`src/rtl/shifter_2d_mc_if.sv`:
```
// shifter_2d_mc_if: control, data and status bundle of the multi-channel tapped delay line
interface shifter_2d_mc_if #(
  parameter int TAMANYO = 32,
  parameter int SIZE    = 8,
  parameter int CANALES = 2
);
  localparam int SW = $clog2(TAMANYO);
  localparam int OW = $clog2(TAMANYO + 1);
  logic                      enable;
  logic                      clear;
  logic [1:0]                modo;
  logic [SW-1:0]             seleccion;
  logic [CANALES*SIZE-1:0]   entrada_serie;
  logic [CANALES*SIZE-1:0]   salida_serie;
  logic                      valido;
  logic [OW-1:0]             ocupacion;
  logic                      lleno;
  modport master (
    output enable, clear, modo, seleccion, entrada_serie,
    input  salida_serie, valido, ocupacion, lleno
  );
  modport slave (
    input  enable, clear, modo, seleccion, entrada_serie,
    output salida_serie, valido, ocupacion, lleno
  );
endinterface

```
`src/rtl/shifter_2d_mc.sv`:
```
// shifter_2d_mc: multi-lane tapped delay line with rotate mode, shared validity and occupancy
module shifter_2d_mc #(
  parameter int TAMANYO = 32,
  parameter int SIZE    = 8,
  parameter int CANALES = 2
) (
  input logic             clock,
  input logic             reset,
  shifter_2d_mc_if.slave  bus
);
  localparam int SW = $clog2(TAMANYO);
  localparam int OW = $clog2(TAMANYO + 1);
  logic [SIZE-1:0]    aux_q [CANALES][TAMANYO];
  logic [SIZE-1:0]    aux_d [CANALES][TAMANYO];
  logic [TAMANYO-1:0] v_q, v_d;
  logic [SW-1:0]      k;
  logic               in_range;
  logic [OW-1:0]      occ;
  // next state: clear beats enable; stage 0 takes the new sample or the recirculated last stage
  always_comb begin
    aux_d = aux_q;
    v_d   = v_q;
    if (!bus.clear) begin
      aux_d = '{default: '0};
      v_d   = '0;
    end else if (bus.enable) begin
      for (int c = 0; c < CANALES; c++) begin
        aux_d[c][0] = bus.modo[1] ? aux_q[c][TAMANYO-1] : bus.entrada_serie[c*SIZE +: SIZE];
        for (int i = 1; i < TAMANYO; i++) aux_d[c][i] = aux_q[c][i-1];
      end
      v_d = {v_q[TAMANYO-2:0], bus.modo[1] ? v_q[TAMANYO-1] : 1'b1};
    end
  end
  // state register with asynchronous reset
  always_ff @(posedge clock or posedge reset) begin
    if (reset) begin
      aux_q <= '{default: '0};
      v_q   <= '0;
    end else begin
      aux_q <= aux_d;
      v_q   <= v_d;
    end
  end
  // tap selection; an index past the last stage (non power-of-two depth) reads as empty
  always_comb begin
    k        = bus.modo[0] ? bus.seleccion : SW'(TAMANYO - 1);
    in_range = {1'b0, k} < (SW + 1)'(TAMANYO);
    bus.salida_serie = '0;
    for (int c = 0; c < CANALES; c++)
      bus.salida_serie[c*SIZE +: SIZE] = in_range ? aux_q[c][k] : '0;
    bus.valido = in_range && v_q[k];
  end
  // occupancy as a population count of the shared valid vector
  always_comb begin
    occ = '0;
    for (int i = 0; i < TAMANYO; i++) occ = occ + OW'(v_q[i]);
    bus.ocupacion = occ;
    bus.lleno     = &v_q;
  end
endmodule

```
`src/flat_wrapper.sv`:
```
// flat-port wrapper written by rule: the top's interface ports become plain ports
module shifter_2d_mc_flat 
#(
  parameter int TAMANYO = 32,
  parameter int SIZE    = 8,
  parameter int CANALES = 2
)
  (clock, reset, bus_enable, bus_clear, bus_modo, bus_seleccion, bus_entrada_serie, bus_salida_serie, bus_valido, bus_ocupacion, bus_lleno);
  shifter_2d_mc_if #(.TAMANYO(TAMANYO), .SIZE(SIZE), .CANALES(CANALES)) bus_i ();
  input logic clock;
  input logic reset;
  input wire logic [$bits(bus_i.enable)-1:0] bus_enable;
  input wire logic [$bits(bus_i.clear)-1:0] bus_clear;
  input wire logic [$bits(bus_i.modo)-1:0] bus_modo;
  input wire logic [$bits(bus_i.seleccion)-1:0] bus_seleccion;
  input wire logic [$bits(bus_i.entrada_serie)-1:0] bus_entrada_serie;
  output wire logic [$bits(bus_i.salida_serie)-1:0] bus_salida_serie;
  output wire logic [$bits(bus_i.valido)-1:0] bus_valido;
  output wire logic [$bits(bus_i.ocupacion)-1:0] bus_ocupacion;
  output wire logic [$bits(bus_i.lleno)-1:0] bus_lleno;
  assign bus_i.enable = bus_enable;
  assign bus_i.clear = bus_clear;
  assign bus_i.modo = bus_modo;
  assign bus_i.seleccion = bus_seleccion;
  assign bus_i.entrada_serie = bus_entrada_serie;
  assign bus_salida_serie = bus_i.salida_serie;
  assign bus_valido = bus_i.valido;
  assign bus_ocupacion = bus_i.ocupacion;
  assign bus_lleno = bus_i.lleno;
  shifter_2d_mc #(.TAMANYO(TAMANYO), .SIZE(SIZE), .CANALES(CANALES)) u_core (.clock(clock), .reset(reset), .bus(bus_i));
endmodule
```
`config.mk`:
```
export PLATFORM = sky130hd
export DESIGN_NAME = shifter_2d_mc_flat
export DESIGN_NICKNAME = d
export VERILOG_FILES = /design/src/rtl/shifter_2d_mc_if.sv /design/src/rtl/shifter_2d_mc.sv /design/src/flat_wrapper.sv
export SDC_FILE = /design/constraint.sdc
export NUM_CORES = 1
export LEC_CHECK = 0
export BUFFER_PORTS_ARGS = -buffer_cell sky130_fd_sc_hd__buf_2
export CORE_MARGIN = 2
export CORE_UTILIZATION = 42
export DETAILED_ROUTE_END_ITERATION = 6
export PLACE_DENSITY = 0.58
export SLEW_MARGIN = 20
export SYNTH_ARGS = -nofsm -noshare
export SYNTH_HDL_FRONTEND = slang
export SYNTH_SLANG_ARGS = --single-unit
```
`constraint.sdc`:
```
create_clock -name clock -period 50.1 [get_ports clock]
set_input_delay 7.515 -clock clock [delete_from_list [all_inputs] [get_ports clock]]
set_output_delay 7.515 -clock clock [all_outputs]
set_load 0.03 [all_outputs]
```
# Word-level counts from Yosys, hierarchy flattened
# Index checks and enable logic that the tools add are counted.
[totals]
regBits = 544
in_bits = 27
output_inout_bits = 24
[op_classes]
addsub = 31
order_cmp = 2
n_eq_ne = 1
muxes = 16
n_bitwise = 1
reduce_logical = 1
[op_table]
columns = ["op", "n"]
rows = [
  ["$mux 512", 2],
  ["$add 6x1->6", 30],
  ["$bmux 8 s5", 2],
  ["$mux 32", 2],
  ["$mux 8", 6],
  ["$reduce_and 32->1", 1],
  ["$ge 6x6->1 const B", 1],
  ["$lt 5x6->1 const B", 1],
  ["$not 5->6", 1],
  ["$bmux 1 s5", 1],
  ["$mux 5", 1],
  ["$add 1x1->2", 1],
  ["$mux 1", 2],
  ["$ne 2x2->1 const B", 1],
]

# Depth between registers and ports, before layout
# Gate-level depths: netlist of run 1.
[logic_depth]
depth_word = 31
mapped_depth = 17
depth_no_buf = 17

# Worst setup path after synthesis of run 1
# No wires, ideal clock.
[synth_path]
path_type = "input-to-output"
start = "input port bus_seleccion[0]"
end = "output port bus_salida_serie[15]"
arrival_time_ns = 9.093
setup_slack_ns = 33.492
path_stages = 7
n_path_buf = 4
cell_sequence = "buf_6 buf_12 buf_12 buf_8 mux2i_1 a2111o_1 a31oi_1"
[synth_via]
elab_chain_len = 5
[synth_rtl]
columns = ["item", "line", "text"]
rows = [
  ["from (decl)", "flat_wrapper.sv:15", "input wire logic [$bits(bus_i.seleccion)-1:0] bus_seleccion;"],
  ["$mux 5", "shifter_2d_mc.sv:46", "k = bus.modo[0] ? bus.seleccion : SW'(TAMANYO - 1);"],
  ["$not 5->6 (not written as such)", "shifter_2d_mc.sv:50", "bus.salida_serie[c*SIZE +: SIZE] = in_range ? aux_q[c][k] : '0;"],
  ["$bmux 8 s5", "shifter_2d_mc.sv:50", ""],
  ["$mux 8 (not written as such) (2 in a row)", "shifter_2d_mc.sv:50", ""],
  ["to (decl)", "flat_wrapper.sv:17", "output wire logic [$bits(bus_i.salida_serie)-1:0] bus_salida_serie;"],
]
# Every way passes these cells. The select of a mux whose other input is x is not followed.

# Worst setup path in the final report of run 1
[layout_path]
start = "input port bus_seleccion[0]"
end = "output port bus_salida_serie[0]"
# Same word-level chain as after synthesis.

==> results of run 1 <==
==> logic make-up (layout without fill, tap and decap cells) <==
group / count (synthesis) / count (layout)
xor+xnor: 3 / 3
buf+inv: 285 / 260
simple gates: 675 / 675
mux: 706 / 706
fa+ha+maj: 32 / 32
compound gates: 316 / 316
other cells: 0 / 1
flops: 544 / 544
==> state kept, by name, indices dropped and copies added, names as in the netlist <==
register	flops
u_core.aux_q	512
u_core.v_q	32
==> stage by stage <==
stage / cells / setup slack, ps / power (W) / instance area [um^2] / hold WS [ps]
detailed placement: 3362 / 31300 / 0.000537 / 29800 / 543
finish: 3468 / 31200 / 0.000966 / 31700 / 560
global placement: 3362 / 31300 / 0.000537 / 29800 / 536
global route: 3467 / 31150 / 0.00100 / 31700 / 583
floorplan: 2561 / 27380 / 0.000515 / 29200 / 516
CTS: 3467 / 31310 / 0.000979 / 31700 / 557
==> power by group <==
group | internal, W | total (W) | switching [W] | leakage [nW]
Sequential | 0.000441 | 0.000443 | 0.00000186 | 7.58
Combinational | 0.0000298 | 0.0000857 | 0.0000559 | 6.22
Clock | 0.000258 | 0.000437 | 0.000179 | 0.954
==> worst max path at each step <==
stage	endpoint	slack (ps)	cells past startpoint
after floorplan	u_core.aux_q[0]	27380	1
after global placement	bus_salida_serie[0]	31300	8
after detailed placement	bus_salida_serie[0]	31300	8
after CTS	bus_salida_serie[0]	31310	8
after global routing	bus_salida_serie[0]	31150	8
final	bus_salida_serie[0]	31200	8
==> worst max-delay path: stages <==
cell,delay [ps]
buf_8,520
buf_12,610
a21bo_2,230
buf_4,630
a32oi_1,140
a2111oi_0,880
o32a_1,370
buf_2,250
==> cell type report <==
type                       instances  area, um^2  share of cell area [%]
antenna                            1        2.50                 0.00789
clock inverter                    15         179                   0.564
inverter                          75         289                   0.911
timing repair buffer              80         544                    1.72
sequential                       544       13600                    42.9
clock buffer                      90        1740                    5.50
tap                              931        1160                    3.67
multi-input combinational       1732       14200                    44.7
==> synth_stat cells, types with 4 or more instances <==
library cell	instances	share of area, %
a311oi_1	4	0.12
o211a_1	16	0.55
nor2b_1	545	12
a22o_1	11	0.33
inv_1	75	0.97
nand4_1	9	0.19
and3_1	5	0.11
o2bb2ai_1	5	0.15
a32oi_1	7	0.21
a22oi_1	35	0.90
o21ai_0	50	0.86
nand3_1	4	0.069
a2111oi_0	14	0.42
o22ai_1	4	0.086
mux4_2	10	0.77
o31a_1	6	0.18
buf_1	8	0.10
nand2_1	70	0.90
dfrtp_1	544	47
a211oi_1	9	0.23
o32a_1	7	0.24
a221oi_1	30	0.90
a31oi_1	18	0.39
clkbuf_1	94	1.2
nand2b_1	7	0.15
buf_4	14	0.36
buf_6	15	0.58
mux2_2	24	0.93
mux2i_1	672	23
ha_1	8	0.34
a21oi_1	50	0.86
fa_1	24	1.6
o221ai_1	18	0.54
buf_2	74	1.3
a2bb2oi_1	5	0.15
a211o_1	7	0.21
nor2_1	19	0.24
==> routing by layer <==
layer	up-vias	part of all wire [%]	GRT usage, %
li1	8825	-	-
met4	0	2.8	6.67
met2	377	48	34.5
met5	-	0	0
met1	9693	45	28.1
met3	126	3.6	2.48
==> out/qor.csv, run 1 <==
metric;value;unit
Final period util;37.7;%
Synth warnings;0;
Setup TNS Final;0;ps
Fill cells;6398;
Worst Hold Class;reg -> reg;
vias post-DR;19000;
CP arrival;11380;ps
initial antenna violation count;0;
Clock transition at path regs;60;ps
Chip Width;268;um
# H-tree levels;2;
Lkg Pwr;14.8;nW
Worst Skew;27.2;ps
Final Hold Fails;0;
final slew viol count;0;
first-iteration detailed-routing DRC count;1470;
Seq/Total Area, Yosys;46.7;%
PortBufs;50;
RSZ-0062 raised after global routing;false;
drt total wl;73500;um
worst hold stages;2;
CP Capture Type;output port;
root buf cell;clkbuf_16;
complex-gate fraction of the synthesized area;7.94;%
Synth cell types;63;
number of nets in the layout;2550;
largest family of logic cells by synthesized area;multiplexers;
Vias/cell;5.48;
post-synthesis adder-cell area fraction;1.99;%
number of global-route vias before repair;19600;
worst-skew pair later-pin latency;620;ps
GP Congestion;0.823;
first-pass GRT wire length;116000;um
post-CTS setup buffers;0;
R2R Path Start;u_core.aux_q[2];
Pwr Density;30.5;nW/um^2
synthesized instance count;2561;
Yosys reg bits;544;
Post-Synth XOR/XNOR Area;0.0901;%
pin count of the biggest net entering global routing;214;
post-layout min period;18900;ps
DRC viols;0;
post-route ant nets;0;
slew at the pin with the worst max-slew slack;1110;ps
Async S/R FF share, synth;100;%
most common cell after layout, fill and taps aside;mux2i_1;
Worst Setup Start Kind;primary input;
Die Area;71600;um^2
1st-pass router iterations;5;
Finish-stage setup viols;0;
# rows;96;
status;complete, no violations;
CTS tree;built;
layout cell share with drive strength beyond 1;8.36;%
mux contribution to synthesized area;24.8;%
reg2reg setup slack;49100;ps
Mapped Avg Cell Area;11.4;um^2
number of max-cap violations;0;
Core Util, Final;46.2;%
Total GRT Usage;20.7;%
Simple-Gate Fraction of Synth Area;13.7;%
core box area;68700;um^2
post-CTS sizing;0;
Critical path origin;bus_seleccion[0];
Crit Reg-Reg Endpoint;u_core.aux_q[250];
WS Path Type;in -> out;
area of the mapped netlist;29200;um^2
syn nets;2620;
Final HPWL DP;43400;um
worst hold endpoint;u_core.aux_q[31];
total grt overflow;0;
Starting Density;42.5;%
area grow syn2layout;8.71;%
Max-slew headroom;25.8;%
R2R depth;3;
drt wl/cell;21.2;um
Worst VDD drop;0.0278;mV
Sink Count;544;
CTS Buf Count;58;
CP max FO;111;
io pins;51;
CTS max path bufs;3;
most frequent cells in the layout;mux2i_1, dfrtp_1, nor2b_1;
f_max;52.9;MHz
hold path start;u_core.aux_q[39];
WP data required;42590;ps
CTS hold repair buffers;0;
chip height;268;um
Post-synth top flop;dfrtp_1;
EDFF count, synth;0;
(Power assumes the default switching activity.)
==> inputs of run 2 (changes only) <==
--- a/config.mk
+++ b/config.mk
@@ -9,7 +9,7 @@
 export CORE_MARGIN = 2
 export CORE_UTILIZATION = 42
 export DETAILED_ROUTE_END_ITERATION = 6
-export PLACE_DENSITY = 0.58
+export PLACE_DENSITY = 0.6
 export SLEW_MARGIN = 20
 export SYNTH_ARGS = -nofsm -noshare
 export SYNTH_HDL_FRONTEND = slang
==> constraint.sdc (replaced) <==
create_clock -name clock -period 15.38 [get_ports clock]
set_input_delay 2.307 -clock clock [delete_from_list [all_inputs] [get_ports clock]]
set_output_delay 2.307 -clock clock [all_outputs]
set_load 0.03 [all_outputs]
==> run 2 against run 1 <==
Effect of this change:
- sequential cell count is the same
- critical path type unchanged
- worst setup slack worse by 24000 ps
- non-clock buffer count increased by 6
- clock power grew to 3.4 times the previous value
==> out/qor.csv, run 2 (synthesized netlist as in run 1, its figures left out) <==
metric;value;unit;change
status;complete, no violations;;
post-layout min period;8200;ps;
CTS hold repair buffers;0;;unchanged
slowest stage cell on the critical path;and2b_1;;
Chip Width;268;um;unchanged
Die Area;71600;um^2;unchanged
CTS Buf Count;59;;+1.7%
1st-pass router iterations;5;;unchanged
CP max FO;39;;-65%
fin cells;3474;;+0.17%
Final period util;53.3;%;
WS Path Type;in -> out;;
Worst Skew;22.1;ps;-5.05 ps
Core Util, Final;46.4;%;+0.27 points
GP Congestion;0.845;;+2.8%
Final Hold Fails;0;;unchanged
max incr delay on CP;740;ps;-140 ps
Critical path origin;bus_modo[0];;
Worst VDD drop;0.0953;mV;+240%
post-CTS sizing;0;;unchanged
Placed Instances;3367;;+0.15%
Clock power frac;46.6;%;+1.3 points
slew at the pin with the worst max-slew slack;1170;ps;+58.8 ps
crit path cell chain;buf_2, buf_4, and2b_1, buf_4, a22o_1, a21oi_1, a2111o_1, a31oi_1, buf_2;;
Vias/cell;5.51;;+0.39%
Sink Count;544;;unchanged
biggest regs;u_core.aux_q: 512 flops, u_core.v_q: 32 flops;;
CTS tree;built;;
Total GRT Usage;20.2;%;-0.44 points
pin count of the biggest net entering global routing;195;;-8.9%
Comb power frac;8.7;%;-0.2 points
Worst Hold Class;reg -> reg;;
drt wl/cell;20.7;um;-2.2%
max reg flops;512;;unchanged
Pwr Density;101;nW/um^2;+230%
number of max-cap violations;0;;unchanged
CP arrival;5890;ps;-5490 ps
WP data required;13070;ps;-29,520 ps
internal power;0.00244;W;+240%
hold path start;u_core.aux_q[511];;
io pins;51;;unchanged
# rows;96;;unchanged
area grow syn2layout;9.36;%;
Max-slew headroom;21.9;%;-3.9 points
R2R Path Start;u_core.aux_q[0];;
worst-skew pair later-pin latency;630;ps;about the same
Finish-stage setup viols;0;;unchanged
first-iteration detailed-routing DRC count;1270;;-14%
number of nets in the layout;2557;;+0.27%
total grt overflow;0;;unchanged
vias post-DR;19100;;+0.56%
core box area;68700;um^2;unchanged
CTS max path bufs;3;;unchanged
Final HPWL DP;42700;um;-1.7%
drt total wl;72000;um;-2.0%
final instance area;31900;um^2;+0.59%
# H-tree levels;2;;unchanged
chip height;268;um;unchanged
Crit path max-delay family;buffers and inverters;;
switching share of power;24.3;%;-0.27 points
PortBufs;50;;unchanged
Net Sw Power;0.000784;W;+230%
post-CTS setup buffers;0;;unchanged
layout cell share with drive strength beyond 1;8.70;%;+0.34 points
placed cell area;29800;um^2;+0.11%
Seq pwr share;44.7;%;-1.2 points
Starting Density;42.5;%;unchanged
Worst Setup Start Kind;primary input;;
CP Capture Type;output port;;
initial antenna violation count;4;;+4
DRC viols;0;;unchanged
first-pass GRT wire length;115000;um;-1.4%
post-route ant nets;0;;unchanged
most common cell after layout, fill and taps aside;mux2i_1;;
Biggest register;u_core.aux_q;;
number of global-route vias before repair;19600;;-0.046%
RSZ-0062 raised after global routing;false;;
Lkg Pwr;14.9;nW;+0.64%
root buf cell;clkbuf_16;;
Clock transition at path regs;60;ps;about the same
f_max;122;MHz;
Setup TNS Final;0;ps;unchanged
most frequent cells in the layout;mux2i_1, dfrtp_1, nor2b_1;;
final slew viol count;0;;unchanged
Buf/Inv on CP;4;;unchanged
run 2: changes by cell type in the layout (fill, tap and decap cells not counted), moves of 2 or more:
cell        before  now
clkinvlp_4       0    2
buf_4           26   33
bufinv_16        4    7
buf_6            3    1
nor2b_2          3    1
clkbuf_16       59   61
clkbuf_1        16   10
run 2: path summary, 6_finish.rpt:
check / to / slack [ps] / depth (start not counted)
worst max register to register: u_core.aux_q[248] / 14350 / 3
max in group asynchronous: u_core.aux_q[137] / 10480 / 5
worst min-delay path: u_core.aux_q[511] / 550 / 1
worst min register to register: u_core.aux_q[511] / 550 / 1
worst max-delay path: bus_salida_serie[7] / 7180 / 9
min in group asynchronous: u_core.aux_q[505] / 1880 / 2
run 2: metrics by stage:
stage          setup WS (ps)  hold WS [ps]  power (W)
2_1_floorplan           5670           516    0.00168
5_1_grt                 7050           573    0.00334
6_report                7180           552    0.00323
4_1_cts                 7250           553    0.00327
3_3_place_gp            7320           534    0.00175
3_5_place_dp            7270           542    0.00175
run 2: final cells by class:
cell class	count	area [um^2]
Clock buffer	86	1770
Inverter	75	285
Sequential cell	544	13600
Fill cell	6308	36800
Tap cell	931	1160
Timing Repair Buffer	86	602
Antenna cell	2	5.00
Multi-Input combinational cell	1732	14200
Clock inverter	18	283
run 2: worst reg2reg max path, delay by kind of cell, from the launching register on:
family	cells	cell delay, ps
multiplexers	1	260
AO/OA/AOI/OAI	1	170
flip-flops	1	410
AND/OR/NAND/NOR	1	90
run 2: layer usage:
layer	vias to the layer above	track usage (%)	part of all wire, %
met3	125	2.44	3.9
met5	-	0	0
met1	9788	28.2	46
li1	8819	-	-
met4	0	6.55	3.0
met2	396	32.9	47
run 2: power groups by stage:
stage	logic (W)	registers (W)	clock network, W
finish	0.000282	0.00144	0.00150
global route	0.000302	0.00144	0.00160
CTS	0.000284	0.00144	0.00155
detailed placement	0.000284	0.00147	0
global placement	0.000281	0.00147	0
floorplan	0.000210	0.00147	0
